File: config.mk
export PLATFORM = sky130hd
export DESIGN_NAME = ysyx_23060201_lsu_load
export DESIGN_NICKNAME = d
export VERILOG_FILES = /design/src/rtl/ysyx_23060201_lsu_load.sv
export SDC_FILE = /design/constraint.sdc
export NUM_CORES = 1
export LEC_CHECK = 0
export ABC_CLOCK_PERIOD_IN_PS = 800
export BUFFER_PORTS_ARGS = -buffer_cell sky130_fd_sc_hd__buf_2
export CAP_MARGIN = 20
export CORE_MARGIN = 1
export CORE_UTILIZATION = 26
export CTS_BUF_LIST = sky130_fd_sc_hd__clkbuf_4 sky130_fd_sc_hd__clkbuf_8
export DETAILED_ROUTE_END_ITERATION = 8
export PLACE_DENSITY = 0.78
export RECOVER_POWER = 25
export SYNTH_ARGS = -nofsm -noshare
export SYNTH_HDL_FRONTEND = slang
export SYNTH_SLANG_ARGS = --single-unit
File: constraint.sdc
create_clock -name clk -period 0.8 [get_ports clk]
set_input_delay 0.12 -clock clk [delete_from_list [all_inputs] [get_ports clk]]
set_output_delay 0.12 -clock clk [all_outputs]
set_load 0.01 [all_outputs]
File: src/rtl/ysyx_23060201_lsu_load.sv
// Load-side memory port: one load in flight, fixed-latency memory read,
// byte/half extraction with sign/zero extension, misaligned/illegal detection.
module ysyx_23060201_lsu_load #(
    parameter int ADDR_WIDTH = 32,
    parameter int DATA_WIDTH = 32,
    parameter int LATENCY    = 2
) (
    input  logic                  clk,
    input  logic                  rst,
    input  logic                  req_valid,
    output logic                  req_ready,
    input  logic [ADDR_WIDTH-1:0] req_addr,
    input  logic [2:0]            req_funct3,
    output logic                  resp_valid,
    input  logic                  resp_ready,
    output logic [DATA_WIDTH-1:0] resp_data,
    output logic                  resp_err
);

    localparam int CW = (LATENCY > 1) ? $clog2(LATENCY) : 1;

    typedef enum logic [1:0] {IDLE, WAIT, RESP} state_t;

    state_t                state, state_nx;
    logic [CW-1:0]         cnt;
    logic [ADDR_WIDTH-1:0] addr_q;
    logic [2:0]            funct3_q;

    // Behavioural stand-in for the simulator's memory: a small word array
    // plus a count of reads, both reachable hierarchically from a bench.
    logic [31:0] sim_mem [16] = '{default: '0};
    int unsigned pmem_reads = 0;

    function automatic int pmem_read(input int raddr);
        return int'(sim_mem[4'((raddr >> 2) & 32'hF)]);
    endfunction

    always_ff @(posedge clk) begin
        if (!rst && state == WAIT && cnt == '0)
            pmem_reads <= pmem_reads + 1;
    end

    function automatic logic is_illegal(input logic [2:0] f3, input logic [1:0] a);
        case (f3)
            3'd0, 3'd4: is_illegal = 1'b0;
            3'd1, 3'd5: is_illegal = a[0];
            3'd2:       is_illegal = |a;
            default:    is_illegal = 1'b1;
        endcase
    endfunction

    function automatic logic [31:0] extend(input logic [31:0] w, input logic [1:0] a,
                                           input logic [2:0] f3);
        logic [7:0]  b;
        logic [15:0] h;
        b = w[8*a +: 8];
        h = w[16*a[1] +: 16];
        case (f3)
            3'd0:    extend = {{24{b[7]}}, b};
            3'd4:    extend = {24'd0, b};
            3'd1:    extend = {{16{h[15]}}, h};
            3'd5:    extend = {16'd0, h};
            default: extend = w;
        endcase
    endfunction

    assign req_ready  = (state == IDLE);
    assign resp_valid = (state == RESP);

    always_comb begin
        state_nx = state;
        case (state)
            IDLE: if (req_valid)
                      state_nx = is_illegal(req_funct3, req_addr[1:0]) ? RESP : WAIT;
            WAIT: if (cnt == '0) state_nx = RESP;
            RESP: if (resp_ready) state_nx = IDLE;
            default: state_nx = IDLE;
        endcase
    end

    always_ff @(posedge clk) begin
        if (rst) begin
            state     <= IDLE;
            cnt       <= '0;
            resp_data <= '0;
            resp_err  <= 1'b0;
            addr_q    <= '0;
            funct3_q  <= '0;
        end else begin
            state <= state_nx;
            case (state)
                IDLE: if (req_valid) begin
                    addr_q   <= req_addr;
                    funct3_q <= req_funct3;
                    if (is_illegal(req_funct3, req_addr[1:0])) begin
                        resp_err  <= 1'b1;
                        resp_data <= '0;
                    end else begin
                        cnt <= CW'(LATENCY - 1);
                    end
                end
                WAIT: if (cnt != '0) begin
                    cnt <= cnt - 1'b1;
                end else begin
                    resp_data <= DATA_WIDTH'(extend(
                        32'(pmem_read(int'({addr_q[ADDR_WIDTH-1:2], 2'b00}))),
                        addr_q[1:0], funct3_q));
                    resp_err  <= 1'b0;
                end
                default: ;
            endcase
        end
    end

endmodule
======== Yosys cells after proc, flatten, opt, wreduce, memory -nomap -nowiden ========
Cells that the tools add are included.
storage, ports and cells
  bits in registers ....................... 45
  bits in latches ......................... 0
  bits in writable memories ............... 0
  ROM bits ................................ 0
  bits of input ports ..................... 39
  memories ................................ 0
cells by class
  $add $sub $neg .......................... 1
  $mul .................................... 0
  div/mod/pow operators ................... 0
  magnitude comparators ................... 0
  equality and inequality tests ........... 14
  shifts and indexed selects .............. 2
  muxes and demuxes ....................... 22
  bitwise gates (word level) .............. 0
  reductions and logical operators ........ 11
operators by type and width
  kind                                                                           number
  32-bit case mux with 4 select lines                                            1
  32-bit two-way mux                                                             3
  32-bit case mux with 2 select lines                                            1
  32-bit by 6-bit indexed part select with 16-bit output (first input constant)  1
  32-bit by 6-bit indexed part select with 8-bit output (first input constant)   1
  3-bit == test (second input constant)                                          4
  1-bit two-way mux                                                              9
  2-bit two-way mux                                                              4
  3-bit by 1-bit == test with 1-bit output (second input constant)               2
  3-bit zero test                                                                2
  2-bit != test (second input constant)                                          3
  2-bit case mux with 3 select lines                                             1
  3-bit AND reduction                                                            2
  2-bit OR reduction                                                             3
  2-bit by 1-bit != test with 1-bit output (second input constant)               2
  1-bit case mux with 2 select lines                                             2
  4-bit AND reduction                                                            1
  3-bit by 2-bit == test with 1-bit output (second input constant)               1
  1-bit case mux with 3 select lines                                             1
  2-bit by 1-bit == test with 1-bit output (second input constant)               1
  2-bit == test (second input constant)                                          1
  2-bit zero test                                                                1
  2-bit AND reduction                                                            1
  2-bit nonzero test                                                             1
  1-bit subtractor (second input constant)                                       1

======== Longest topological paths before layout ========
  depth in word-level cells ............... 9
  depth in mapped cells ................... 3

======== Worst setup path before layout ========
Ideal clock, no wire load.
  kind .................................... register to register
  from .................................... register state[0]
  to ...................................... register state[1]
  arrival ................................. 0.813 ns
  required time ........................... 0.663 ns
  slack ................................... -0.149 ns
  cell stages (with the launch flop) ...... 4
  path through ............................ dfxtp_1 > and2b_1 > a21oi_1 > o22ai_1
on the way
  word-level cells in the longest chain between the ends .. 3
  elaborated cells on any way between the ends .. 8
RTL lines
  element                                                    line  source
  from (decl)                                                24    state_t state, state_nx;
  from (signal assigned)                                     90    state <= state_nx;
  2-bit == test (*)                                          -
  net resp_valid                                             14    output logic resp_valid,
  2-bit by 1-bit != test with 1-bit output (no source line)  -
  3-bit AND reduction (no source line)                       -
Mark *: on every way through the listed nets, which the timed path passes. The rest lies on a longest branch.
A chain may end at the register's enable or synchronous reset.

======== Worst setup path in the final report ========
  from .................................... register state[0]
  to ...................................... register state[1]
on the way
  word-level cells in the longest chain between the ends .. 3
  elaborated cells on any way between the ends .. 8
RTL lines
  element                                                                                            line  source
  2-bit == test, or another cell as far along                                                        72    case (state)
  2-bit by 1-bit != test with 1-bit output (no source line) / 2-bit != test (equally long branches)  -
  3-bit AND reduction (no source line)                                                               -
Parallel ways exist; a longest one is shown, timed or not.

==> results.toml <==
[timing]
slew_headroom_pct = 58.4
setup_viol = 6
finClkSkew_ns = 0.00202
drv_slew = 0
rsz0062_at_grt = "yes"
finalCritPeriodShare_pct = 138
max_freq_mhz = 904
layout_setup_ws_ns = -0.306
period_needed_ns = 1.11
tightest_slew_ns = 0.616
hold_viol_final = 0

[synthesis]
synth_fa_ha_area_share_pct = 0
yosysMostFrequentCell = "buf_4"
synth.ff_latch_count = 4
ys.warnings.count = 0
yosysTopAreaCell = "buf_4"
synth_edf_count = 0
synthArstFlopShare_pct = 0
ys.flop_type = "dfxtp_1"
yosysTopAreaCellShare_pct = 52.3
yosysUniqueCellTypes = 17
synthSimpleGateAreaFrac_pct = 10.4
syn_avg_cell_area_um2 = 7.92
ys_top_cells_by_count = "buf_4 (32), dfxtp_1 (4), inv_1 (3)"
netlist_top_cells_area = "buf_4 (52%), dfxtp_1 (17%), o32ai_1 (3.8%)"
synth_top_family_by_area = "buffers and inverters"
synth_compound_area_share_pct = 16.6
seq_area_frac_synth_pct = 17.4
syn_area_um2 = 459
synthMuxAreaShare_pct = 0
synth_xor_area_share_pct = 0
syn_inst = 58

[power_and_ir_drop]
seq_power_share_pct = 30.0
p_int_mw = 0.521
switching_share_pct = 36.1
p_comb_share_pct = 37.3
power_switching_mw = 0.295
clock_power_share_pct = 32.6
power_leakage_nw = 0.288
power_per_cell_area_nw_per_um2 = 1470
ir_worst_vdd_uv = 424

[placement]
placed_cell_area_um2 = 432
dp_hpwl_um = 582
io_buffer_count = 11
dp_worst_setup_slack_ns = -0.214
place_congestion = 0.687

[global_route]
grt_max_degree = 6
antenna_found_initial = 0
grt_pass1_vias = 301
grt_overflow_total = 0
grt_pass1_wl_um = 1180
grtUsageTotal_pct = 9.02

[setup_path]
crit_type = "reg2reg"
cp_slowest_cell = "dfxtp_2"
slowest_delay_ns = 0.34
required_ns = 0.89
end_kind = "register"
crit_arrival_ns = 1.20
path_cells = "and2b_2 > buf_6 > a21oi_4 > o22ai_2"
critPathTopFamily = "flip-flops"
path_buf_inv = 1
start_kind = "register"
critPathMaxFanout = 3

[clocking]
cts_max_path_buffers = 2
cts_root_buf = "clkbuf_4"
path_clk_slew_ns = 0.04
clock_sinks = 4
cts_made_buffers = 3
cts_hold_buf = 0
htreeDepth = 1
cts_tree = "yes"
clk_latency_ns = 0.24

[drt]
drc = 0
num_vias = 362
routed_wl_um = 915
viasPerCell = 3.93
ant_nets = 0
avgRoutedWirePerCell_um = 9.95
first_pass_iters = 6
drt_iter0_markers = 8

[status]
violations = "negative setup slack"
status = "complete, but fails checks"

[floorplan]
start_util_pct = 29.1
rows = 14
core-area_um2 = 1580
fp.dieH_um = 44.0
io-pin-count = 74
dieArea_um2 = 1940
die_x_um = 44.0

[run]
max-cap-violations = 0

[finish]
post-route-util_pct = 35.2
layout.nets = 117
areaGrowthSynthToFinish_pct = 20.7
fin_area_um2 = 554
final_layout_size_suffix_gt1_share_pct = 44.7
diodes = 0

[worst_hold_path]
min_path_type = "in2reg"
==> what timing repair did <==
item | 4_1_cts | 5_1_grt
endpoints found under the setup margin | 7 | 7
setup buffers | 3 | 0
pin swaps | 3 | 2
gates resized for setup | 12 | 6
endpoints found under the hold margin | 0 | 0
==> per-layer routing <==
metal | vias up | wire length [µm] | GRT usage, %
li1 | 169 | - | -
met1 | 166 | 306 | 7.73
met2 | 27 | 523 | 16.5
met3 | 0 | 85 | 4.49
met4 | 0 | 0 | 5.45
met5 | - | 0 | 0
==> worst paths after layout <==
kind	endpoint	start	cells after the start	slack, ns
hold / removal	state[0]	rst	2	0.21
setup / recovery	state[1]	state[0]	4	-0.31
hold reg to reg	resp_err	resp_err	2	0.50
setup reg to reg	state[1]	state[0]	4	-0.31
==> sequential cells by signal, indices dropped and copies added (netlist names) <==
| signal | count |
|---|---|
| state | 2 |
| cnt | 1 |
| resp_err | 1 |
==> final cells by class <==
type	count	area, µm²
Clock buffer	3	22.5
Fill cell	164	1020
Inverter	3	11.3
Multi-Input combinational cell	50	304
Sequential cell	4	87.6
Tap cell	16	20.0
Timing Repair Buffer	16	109
==> power by group through the flow <==
stage          Sequential (mW)  Combinational (mW)  Clock, mW
2_1_floorplan            0.244               0.251          0
3_3_place_gp             0.242               0.200          0
3_5_place_dp             0.244               0.205          0
4_1_cts                  0.241               0.269      0.273
5_1_grt                  0.247               0.329      0.295
6_report                 0.245               0.304      0.266
==> cells in the final DEF, fill, tap and decap left out, drive strengths merged <==
master and instances:
buf 16, nor3b 1, and2b 1, o41a 1, conb 32, nor2b 2, dfxtp 4, clkbuf 3
nand2 2, o41ai 1, a21o 1, o2bb2ai 1, inv 3, nor2 2, o21ai 1, o22ai 1
o32ai 2, a21oi 2
==> cells by family after synthesis <==
| logic type | count (synthesis) |
|---|---|
| other | 1 |
| flip-flops | 4 |
| buffers and inverters | 35 |
| AO/OA/AOI/OAI | 10 |
| AND/OR/NAND/NOR | 8 |
==> per-stage QoR <==
| step | setup TNS (ns) | instances | total power [mW] | hold slack (ns) |
|---|---|---|---|---|
| 6_report | -1.11 | 92 | 0.815 | 0.209 |
| 5_1_grt | -1.28 | 92 | 0.871 | 0.206 |
| 4_1_cts | -0.938 | 92 | 0.783 | 0.172 |
| 3_5_place_dp | -0.610 | 86 | 0.449 | 0.386 |
| 3_3_place_gp | -0.460 | 86 | 0.442 | 0.382 |
| 2_1_floorplan | -0.0985 | 89 | 0.495 | 0.227 |
==> worst reg2reg max path, stage by stage, from the launching register on <==
cell and delay [ns]:
dfxtp_2 0.34, and2b_2 0.24, buf_6 0.12, a21oi_4 0.15, o22ai_2 0.11
No activity file was read; power rests on OpenSTA's default activity.
